**src/rtl/instr_dispatch_fsm_pkg.sv**
```systemverilog
`default_nettype none
// ============================================================================
// Module  : instr_dispatch_fsm_pkg
// Purpose : Shared definitions for the instruction fetch/dispatch controller:
//           opcode values, start-vector bit indices, FSM state encoding and
//           small opcode-decode helpers.
// Ports   : (package, none)
// Config  : INSTR_WATCHDOG_EN is consumed by instr_dispatch_fsm, not here.
// Revision: 1.0 - initial release
// ============================================================================
package instr_dispatch_fsm_pkg;

  // Opcode field values (ir[15:12])
  localparam logic [3:0] c_OP_NOP   = 4'h0;
  localparam logic [3:0] c_OP_ALU   = 4'h1;
  localparam logic [3:0] c_OP_ALUI  = 4'h2;
  localparam logic [3:0] c_OP_LOAD  = 4'h3;
  localparam logic [3:0] c_OP_STORE = 4'h4;
  localparam logic [3:0] c_OP_JUMP  = 4'h8;
  localparam logic [3:0] c_OP_HALT  = 4'hF;

  // One-hot start vector bit positions
  localparam int c_START_W     = 4;
  localparam int c_START_ALU   = 0;
  localparam int c_START_LOAD  = 1;
  localparam int c_START_STORE = 2;
  localparam int c_START_JUMP  = 3;

  typedef enum logic [2:0] {
    ST_IDLE    = 3'd0,
    ST_FETCH   = 3'd1,
    ST_MEMWAIT = 3'd2,
    ST_DECODE  = 3'd3,
    ST_EXEC    = 3'd4,
    ST_ADVANCE = 3'd5,
    ST_HALT    = 3'd6
  } state_t;

  typedef enum logic [1:0] {
    OPK_NOP     = 2'd0,
    OPK_EXEC    = 2'd1,
    OPK_HALT    = 2'd2,
    OPK_ILLEGAL = 2'd3
  } op_kind_t;

  // Coarse classification used by DECODE to pick the next state.
  function automatic op_kind_t op_kind(input logic [3:0] op);
    op_kind_t k;
    case (op)
      c_OP_NOP:   k = OPK_NOP;
      c_OP_ALU,
      c_OP_ALUI,
      c_OP_LOAD,
      c_OP_STORE,
      c_OP_JUMP:  k = OPK_EXEC;
      c_OP_HALT:  k = OPK_HALT;
      default:    k = OPK_ILLEGAL;
    endcase
    return k;
  endfunction

  // One-hot start vector for an executable opcode; zero for anything else.
  function automatic logic [c_START_W-1:0] start_vec(input logic [3:0] op);
    logic [c_START_W-1:0] v;
    v = '0;
    case (op)
      c_OP_ALU,
      c_OP_ALUI:  v[c_START_ALU]   = 1'b1;
      c_OP_LOAD:  v[c_START_LOAD]  = 1'b1;
      c_OP_STORE: v[c_START_STORE] = 1'b1;
      c_OP_JUMP:  v[c_START_JUMP]  = 1'b1;
      default:    v = '0;
    endcase
    return v;
  endfunction

endpackage
`default_nettype wire

```
**src/rtl/instr_dispatch_fsm_pc_reg.sv**
```systemverilog
`default_nettype none
// ============================================================================
// Module  : instr_dispatch_fsm_pc_reg
// Purpose : Program counter with absolute load and +1 increment. Load has
//           priority over increment; increment wraps silently at 2^ADDR_W.
// Ports   : clk, rst        - clock, asynchronous active-high reset
//           inc_i           - add one to PC
//           load_i          - replace PC with load_addr_i (wins over inc_i)
//           load_addr_i     - load target
//           pc_o            - current PC
// Revision: 1.0 - initial release
// ============================================================================
module instr_dispatch_fsm_pc_reg #(
  parameter int ADDR_W   = 8,
  parameter int RESET_PC = 0
) (
  input  logic              clk,
  input  logic              rst,
  input  logic              inc_i,
  input  logic              load_i,
  input  logic [ADDR_W-1:0] load_addr_i,
  output logic [ADDR_W-1:0] pc_o
);

  logic [ADDR_W-1:0] pc_q;
  logic [ADDR_W-1:0] pc_d;

  always_comb begin
    pc_d = pc_q;
    if (load_i) begin
      pc_d = load_addr_i;
    end else if (inc_i) begin
      pc_d = pc_q + ADDR_W'(1);
    end
  end

  always_ff @(posedge clk or posedge rst) begin
    if (rst) begin
      pc_q <= ADDR_W'(RESET_PC);
    end else begin
      pc_q <= pc_d;
    end
  end

  assign pc_o = pc_q;

endmodule
`default_nettype wire

```
**src/rtl/instr_dispatch_fsm.sv**
```systemverilog
`default_nettype none
// ============================================================================
// Module  : instr_dispatch_fsm
// Purpose : Instruction fetch/dispatch controller. Fetches 16-bit words from
//           a synchronous program ROM, presents the instruction on ir_out_o,
//           raises a one-hot class start and waits for done_i from the
//           execution FSM. ir_out_o returns to zero between instructions so
//           the execution FSMs fall back to idle. Owns the PC.
// Ports   : clk, rst        - clock, asynchronous active-high reset
//           run_i           - 1 = run, 0 = stop at next instruction boundary
//           mem_addr_o      - ROM address (= PC)
//           mem_rd_o        - ROM read strobe, data valid the next cycle
//           mem_data_i      - ROM read data
//           ir_out_o        - instruction word to execution FSMs
//           start_o         - one-hot class [0]ALU [1]LOAD [2]STORE [3]JUMP
//           pc_inc_i        - PC += 1 request (EXEC only)
//           pc_load_i       - PC <= jump_addr_i request (EXEC only, wins)
//           jump_addr_i     - jump target
//           done_i          - execution completion (EXEC only)
//           halted_o        - in HALT
//           illegal_o       - sticky undefined-opcode / timeout flag
//           busy_o          - not IDLE and not HALT
// Config  : `define INSTR_WATCHDOG_EN adds an EXEC cycle counter; TIMEOUT
//           EXEC cycles without done_i sets illegal and forces ADVANCE.
// Revision: 1.0 - initial release
// ============================================================================
module instr_dispatch_fsm
  import instr_dispatch_fsm_pkg::*;
#(
  parameter int ADDR_W   = 8,
  parameter int RESET_PC = 0,
  parameter int TIMEOUT  = 64
) (
  input  logic              clk,
  input  logic              rst,
  input  logic              run_i,
  output logic [ADDR_W-1:0] mem_addr_o,
  output logic              mem_rd_o,
  input  logic [15:0]       mem_data_i,
  output logic [15:0]       ir_out_o,
  output logic [3:0]        start_o,
  input  logic              pc_inc_i,
  input  logic              pc_load_i,
  input  logic [ADDR_W-1:0] jump_addr_i,
  input  logic              done_i,
  output logic              halted_o,
  output logic              illegal_o,
  output logic              busy_o
);

  state_t            state_q;
  state_t            state_d;
  logic [15:0]       ir_q;
  logic [15:0]       ir_d;
  logic              touched_q;
  logic              touched_d;
  logic              illegal_q;
  logic              illegal_d;
  logic              w_pc_inc;
  logic              w_pc_load;
  logic              w_wd_expire;
  logic [ADDR_W-1:0] w_pc;

  // --------------------------------------------------------------------------
  // Program counter
  // --------------------------------------------------------------------------
  instr_dispatch_fsm_pc_reg #(
    .ADDR_W   (ADDR_W),
    .RESET_PC (RESET_PC)
  ) u_pc_reg (
    .clk         (clk),
    .rst         (rst),
    .inc_i       (w_pc_inc),
    .load_i      (w_pc_load),
    .load_addr_i (jump_addr_i),
    .pc_o        (w_pc)
  );

  // --------------------------------------------------------------------------
  // Optional EXEC watchdog
  // --------------------------------------------------------------------------
`ifdef INSTR_WATCHDOG_EN
  localparam int c_WD_W = $clog2(TIMEOUT + 1);

  logic [c_WD_W-1:0] wd_cnt_q;
  logic [c_WD_W-1:0] wd_cnt_d;

  // Expires on the TIMEOUT-th EXEC cycle; a done_i in that same cycle wins.
  assign w_wd_expire = (state_q == ST_EXEC) && !done_i &&
                       (wd_cnt_q == c_WD_W'(TIMEOUT - 1));

  always_comb begin
    wd_cnt_d = wd_cnt_q;
    if (state_q == ST_DECODE) begin
      wd_cnt_d = '0;
    end else if (state_q == ST_EXEC) begin
      wd_cnt_d = wd_cnt_q + c_WD_W'(1);
    end
  end

  always_ff @(posedge clk or posedge rst) begin
    if (rst) begin
      wd_cnt_q <= '0;
    end else begin
      wd_cnt_q <= wd_cnt_d;
    end
  end
`else
  assign w_wd_expire = 1'b0;
`endif

  // --------------------------------------------------------------------------
  // State register
  // --------------------------------------------------------------------------
  always_ff @(posedge clk or posedge rst) begin
    if (rst) begin
      state_q   <= ST_IDLE;
      ir_q      <= 16'h0000;
      touched_q <= 1'b0;
      illegal_q <= 1'b0;
    end else begin
      state_q   <= state_d;
      ir_q      <= ir_d;
      touched_q <= touched_d;
      illegal_q <= illegal_d;
    end
  end

  // --------------------------------------------------------------------------
  // Next-state logic and PC control
  // --------------------------------------------------------------------------
  always_comb begin
    state_d   = state_q;
    ir_d      = ir_q;
    touched_d = touched_q;
    illegal_d = illegal_q;
    w_pc_inc  = 1'b0;
    w_pc_load = 1'b0;

    case (state_q)
      ST_IDLE: begin
        if (run_i) begin
          state_d = ST_FETCH;
        end
      end

      ST_FETCH: begin
        state_d = ST_MEMWAIT;
      end

      ST_MEMWAIT: begin
        ir_d    = mem_data_i;
        state_d = ST_DECODE;
      end

      ST_DECODE: begin
        touched_d = 1'b0;
        case (op_kind(ir_q[15:12]))
          OPK_NOP:     state_d = ST_ADVANCE;
          OPK_ILLEGAL: begin
            illegal_d = 1'b1;
            state_d   = ST_ADVANCE;
          end
          OPK_HALT:    state_d = ST_HALT;
          default:     state_d = ST_EXEC;
        endcase
      end

      ST_EXEC: begin
        // PC requests take effect immediately; remembering them stops
        // ADVANCE from stepping the PC a second time.
        w_pc_load = pc_load_i;
        w_pc_inc  = pc_inc_i;
        if (pc_inc_i || pc_load_i) begin
          touched_d = 1'b1;
        end
        if (done_i) begin
          state_d = ST_ADVANCE;
        end else if (w_wd_expire) begin
          illegal_d = 1'b1;
          state_d   = ST_ADVANCE;
        end
      end

      ST_ADVANCE: begin
        if (!touched_q) begin
          w_pc_inc = 1'b1;
        end
        state_d = run_i ? ST_FETCH : ST_IDLE;
      end

      ST_HALT: begin
        state_d = ST_HALT;
      end

      default: begin
        state_d = ST_IDLE;
      end
    endcase
  end

  // --------------------------------------------------------------------------
  // Outputs (decoded from state; ir_out is zero outside DECODE/EXEC)
  // --------------------------------------------------------------------------
  always_comb begin
    mem_rd_o = 1'b0;
    ir_out_o = 16'h0000;
    start_o  = '0;
    if (state_q == ST_FETCH) begin
      mem_rd_o = 1'b1;
    end
    if ((state_q == ST_DECODE) || (state_q == ST_EXEC)) begin
      ir_out_o = ir_q;
    end
    if (state_q == ST_EXEC) begin
      start_o = start_vec(ir_q[15:12]);
    end
  end

  assign mem_addr_o = w_pc;
  assign halted_o   = (state_q == ST_HALT);
  assign illegal_o  = illegal_q;
  assign busy_o     = (state_q != ST_IDLE) && (state_q != ST_HALT);

endmodule
`default_nettype wire
```
**config.mk**
```make
export PLATFORM = sky130hd
export DESIGN_NAME = instr_dispatch_fsm
export DESIGN_NICKNAME = d
export VERILOG_FILES = /design/src/rtl/instr_dispatch_fsm_pkg.sv /design/src/rtl/instr_dispatch_fsm_pc_reg.sv /design/src/rtl/instr_dispatch_fsm.sv
export SDC_FILE = /design/constraint.sdc
export NUM_CORES = 1
export LEC_CHECK = 0
export CAP_MARGIN = 5
export CELL_PAD_IN_SITES_DETAIL_PLACEMENT = 1
export CELL_PAD_IN_SITES_GLOBAL_PLACEMENT = 1
export CORE_MARGIN = 3
export CORE_UTILIZATION = 30
export CTS_BUF_LIST = sky130_fd_sc_hd__clkbuf_2
export CTS_CLUSTER_DIAMETER = 60
export DETAILED_ROUTE_END_ITERATION = 16
export GPL_ROUTABILITY_DRIVEN = 1
export PLACE_DENSITY_LB_ADDON = 0.08
export SYNTH_ARGS = -nofsm -noshare
export SYNTH_HDL_FRONTEND = slang
export SYNTH_SLANG_ARGS = --single-unit
```
**constraint.sdc**
```tcl
create_clock -name clk -period 1.5 [get_ports clk]
set_input_delay 0.225 -clock clk [delete_from_list [all_inputs] [get_ports clk]]
set_output_delay 0.225 -clock clk [all_outputs]
set_load 0.01 [all_outputs]
```
==> impl_metrics.py <==
metrics = {
    "yosys": {
        "ys_async_sr_fraction_pct": 100.0,
        "mappedNetlistArea_mm2": 0.001585,
        "synth_seq_area_share_pct": 45.78,
        "synth_largest_area_cell": "sky130_fd_sc_hd__dfrtp_1",
        "synth_enable_flop_cells": 0,
        "synth_cells": 160,
        "synthTopCellsByArea": "sky130_fd_sc_hd__dfrtp_1, sky130_fd_sc_hd__mux2_1, sky130_fd_sc_hd__and2_1, sky130_fd_sc_hd__mux2_2, sky130_fd_sc_hd__a21oi_1",
        "synth-warning-count": 0,
        "postSynthAreaPerCell_um2": 9.908,
        "synthDistinctLibCells": 43,
        "postSynth.topFlopCell": "sky130_fd_sc_hd__dfrtp_1",
        "yosys.area.top_type_share_pct": 45.78,
        "synth.ff_latch_count": 29,
        "synth_nets": 191,
    },
    "die": {
        "initial_core_util_pct": 32.28,
        "num_io_pins": 62,
        "floorplan.core_area_mm2": 0.004911,
        "floorplan.die.height_um": 78.69,
        "floorplan.rows": 25,
        "design.die.area_mm2": 0.006192,
        "die_w_um": 78.69,
    },
    "grt": {
        "grt_antenna_before_repair": 0,
        "grt_first_pass_wirelength_mm": 9.729,
        "grt_start_max_net_pins": 30,
        "first_global_vias": 1876,
        "gr-total-overflow": 0,
        "grt_use_total_pct": 20.15,
    },
    "run_status": {
        "violations_in_the_final_reports": "negative setup slack",
        "outcome": "finished with violations",
    },
    "timing": {
        "final.min_clock_period_ns": 1.838,
        "final-setup-viol-count": 44,
        "final.period_utilization_pct": 122.5,
        "fin_setup_tns_ns": -9.378,
        "unrepaired_setup_endpoints_after_global_routing": "true",
        "final.setup_skew_ns": 0.02991,
        "timing.fmax_ghz": 0.5441,
        "layout_setup_ws_ns": -0.3381,
        "timing.slew.headroom_pct": 73.36,
        "tightest_slew_ns": 0.3996,
        "finalMaxSlewViolations": 0,
        "finalHoldViolations": 0,
    },
    "drt": {
        "drt-vias-per-instance": 4.982,
        "vias": 1664,
        "drc": 0,
        "dr.first_iter.drc_count": 58,
        "routed_wirelength_mm": 5.923,
        "dr.pass1.iters": 4,
        "routedWlPerCell_um": 17.73,
        "ant_nets": 0,
    },
    "layout": {
        "final_cell_count_no_fill": 334,
        "multi_input_comb_area_mm2": 0.001070,
        "fill_cells": 547,
        "final_net_count": 297,
        "num_antenna_cells": 0,
        "layout-drive-gt1-share_pct": 50.56,
        "layout-area-overhead-vs-synth_pct": 83.19,
        "post_route_cell_area_mm2": 0.002904,
        "sequential_cell_area_um2": 729.5,
    },
    "min_path": {
        "timing.hold.worst.class": "in -> async",
    },
    "critical_path": {
        "timing.critical_path.from_type": "register",
        "critical_path.max_fanout": 8,
        "cp_data_arrival_time_ns": 1.61,
        "worstPathRequired_ns": 1.27,
        "cp-end-kind": "primary output",
        "criticalPathCategory": "reg -> out",
    },
    "clock_tree": {
        "clockRootBuffer": "sky130_fd_sc_hd__clkbuf_2",
        "clock-sinks": 29,
        "numCtsBuffers": 5,
        "cts.hold.buffers_added": 0,
        "worstSkewPairLatency_ns": 0.36,
        "clkSlewWorstSetupHoldPaths_ns": 0.18,
        "max-clock-path-buffers": 2,
        "clock_tree.htree_level_count": 2,
        "cts_tree": "built",
    },
    "placement": {
        "dpl.cell_count": 302,
        "hpwl_mm": 3.593,
        "placement.io_buffers": 61,
        "placedInstanceArea_mm2": 0.002420,
        "gp_congestion": 0.7293,
    },
    "power": {
        "power_leakage_nw": 1.332,
        "ir_worst_vdd_mv": 0.8160,
        "power_per_cell_area_mw_per_mm2": 2050,
    },
    "flow_run": {
        "max_cap_viol_count": 0,
    },
}
-- per-layer routing --
layer | GRT usage [%] | vias up | routed length, um
li1 | - | 781 | -
met3 | 4.195 | 6 | 259
met5 | 0 | - | 0
met2 | 35.57 | 44 | 3126
met1 | 25.21 | 833 | 2494
met4 | 4.545 | 0 | 43
-- worst max-delay path, cell delays in order (launching register included) --
cell and delay [ns]:
sky130_fd_sc_hd__dfrtp_1 0.47, sky130_fd_sc_hd__nand3b_1 0.23, sky130_fd_sc_hd__buf_6 0.16, sky130_fd_sc_hd__o21ai_4 0.11, sky130_fd_sc_hd__and2_1 0.17, sky130_fd_sc_hd__buf_2 0.12
-- cells in the mapped netlist (2+ instances only) --
master                     instances
sky130_fd_sc_hd__mux2_1           10
sky130_fd_sc_hd__and2_1           17
sky130_fd_sc_hd__nor2b_1           2
sky130_fd_sc_hd__o21ai_1           2
sky130_fd_sc_hd__nand3_1           4
sky130_fd_sc_hd__nor3b_1           2
sky130_fd_sc_hd__buf_2             6
sky130_fd_sc_hd__nand2b_1          4
sky130_fd_sc_hd__a31oi_1           2
sky130_fd_sc_hd__buf_6             2
sky130_fd_sc_hd__nand3b_1          2
sky130_fd_sc_hd__inv_1             3
sky130_fd_sc_hd__a21oi_1          11
sky130_fd_sc_hd__nand2_1          14
sky130_fd_sc_hd__o21ai_0           5
sky130_fd_sc_hd__nor2_1            9
sky130_fd_sc_hd__clkbuf_1          3
sky130_fd_sc_hd__dfrtp_1          29
sky130_fd_sc_hd__o22ai_1           3
sky130_fd_sc_hd__nand4_1           2
sky130_fd_sc_hd__mux2_2            6
-- layout make-up --
type                            count  share of cell area, %
Sequential cell                    29                  25.12
Inverter                            3                 0.3878
Timing Repair Buffer              108                  33.48
Tap cell                           67                  2.887
Multi-Input combinational cell    119                  36.84
Clock buffer                        5                 0.8617
Clock inverter                      3                 0.4308
-- timing repair --
item | in CTS | in global routing
buffers inserted | 18 | 1
cloned | 5 | 0
pin swaps | 31 | 23
resized for setup | 166 | 25
setup endpoints to repair | 56 | 49
-- final timing paths --
path | startpoint | endpoint | slack (ns) | cells after the start
worst max-delay path | state_q[2] | ir_out_o[5] | -0.34 | 5
worst min-delay path | rst | state_q[1] | 0.22 | 3
worst max register to register | state_q[1] | u_pc_reg.pc_o[7] | -0.17 | 5
worst min register to register | ir_q[8] | ir_q[8] | 0.53 | 1
max in group asynchronous | rst | u_pc_reg.pc_o[0] | 0.97 | 3
min in group clk | jump_addr_i[1] | u_pc_reg.pc_o[1] | 0.44 | 3
-- kinds of logic after synthesis --
logic type                 share of synthesized area [%]
xor gates and xnor gates                           1.105
DFF                                                45.78
AOI/OAI and AO/OA                                  12.94
buffers and inverters                              4.735
adders and majority gates                         0.7891
and+or+nand+nor                                    23.28
muxes                                              11.37
-- cell usage in the layout, fill, tap and decap left out, types with 2 or more instances in the layout --
| master | Yosys | layout |
|---|---|---|
| sky130_fd_sc_hd__a21oi_1 | 11 | 10 |
| sky130_fd_sc_hd__a31oi_1 | 2 | 2 |
| sky130_fd_sc_hd__and2_1 | 17 | 7 |
| sky130_fd_sc_hd__and2_4 | 0 | 10 |
| sky130_fd_sc_hd__buf_2 | 6 | 14 |
| sky130_fd_sc_hd__buf_4 | 0 | 32 |
| sky130_fd_sc_hd__buf_6 | 2 | 22 |
| sky130_fd_sc_hd__clkbuf_2 | 0 | 5 |
| sky130_fd_sc_hd__clkdlybuf4s50_1 | 0 | 29 |
| sky130_fd_sc_hd__clkinv_1 | 0 | 2 |
| sky130_fd_sc_hd__dfrtp_1 | 29 | 26 |
| sky130_fd_sc_hd__dfrtp_2 | 0 | 3 |
| sky130_fd_sc_hd__dlygate4sd2_1 | 0 | 9 |
| sky130_fd_sc_hd__inv_1 | 3 | 3 |
| sky130_fd_sc_hd__mux2_4 | 0 | 16 |
| sky130_fd_sc_hd__nand2_1 | 14 | 11 |
| sky130_fd_sc_hd__nand2_2 | 0 | 2 |
| sky130_fd_sc_hd__nand2b_1 | 4 | 2 |
| sky130_fd_sc_hd__nand2b_4 | 1 | 3 |
| sky130_fd_sc_hd__nand3_1 | 4 | 3 |
| sky130_fd_sc_hd__nand3b_1 | 2 | 2 |
| sky130_fd_sc_hd__nand4_1 | 2 | 2 |
| sky130_fd_sc_hd__nor2_1 | 9 | 6 |
| sky130_fd_sc_hd__nor2_2 | 0 | 2 |
| sky130_fd_sc_hd__nor2b_4 | 0 | 2 |
| sky130_fd_sc_hd__nor3b_2 | 0 | 2 |
| sky130_fd_sc_hd__o21ai_0 | 5 | 4 |
| sky130_fd_sc_hd__o21ai_1 | 2 | 2 |
| sky130_fd_sc_hd__o21ai_4 | 0 | 3 |
| sky130_fd_sc_hd__o22ai_2 | 0 | 2 |
-- sequential cells by signal, indices dropped and copies added (netlist names) --
| signal | cells |
|---|---|
| touched_q | 1 |
| illegal_o | 1 |
| u_pc_reg.pc_o | 8 |
| state_q | 3 |
| ir_q | 16 |
-- stage by stage --
step                      util (%)  setup slack, ns  hold WS (ns)  power, mW
final                        59.13          -0.3381        0.2163      5.953
after global routing         59.13          -0.4332        0.2255      6.376
after CTS                    56.82          -0.3173        0.2001      5.693
after detailed placement     49.27          -0.4997        0.4596      4.373
after global placement       49.27          -0.4259        0.4546      4.228
after floorplan                  -         0.006743        0.3031      2.926
-- power by group --
| group | leakage, nW | switching [mW] | total, mW | internal, mW |
|---|---|---|---|---|
| Clock | 0.0278 | 0.287 | 0.389 | 0.102 |
| Sequential | 0.337 | 0.285 | 1.47 | 1.18 |
| Combinational | 0.967 | 1.78 | 4.10 | 2.32 |
| Total | 1.33 | 2.35 | 5.95 | 3.60 |
Note: power is estimated with default switching activity, not from simulation.
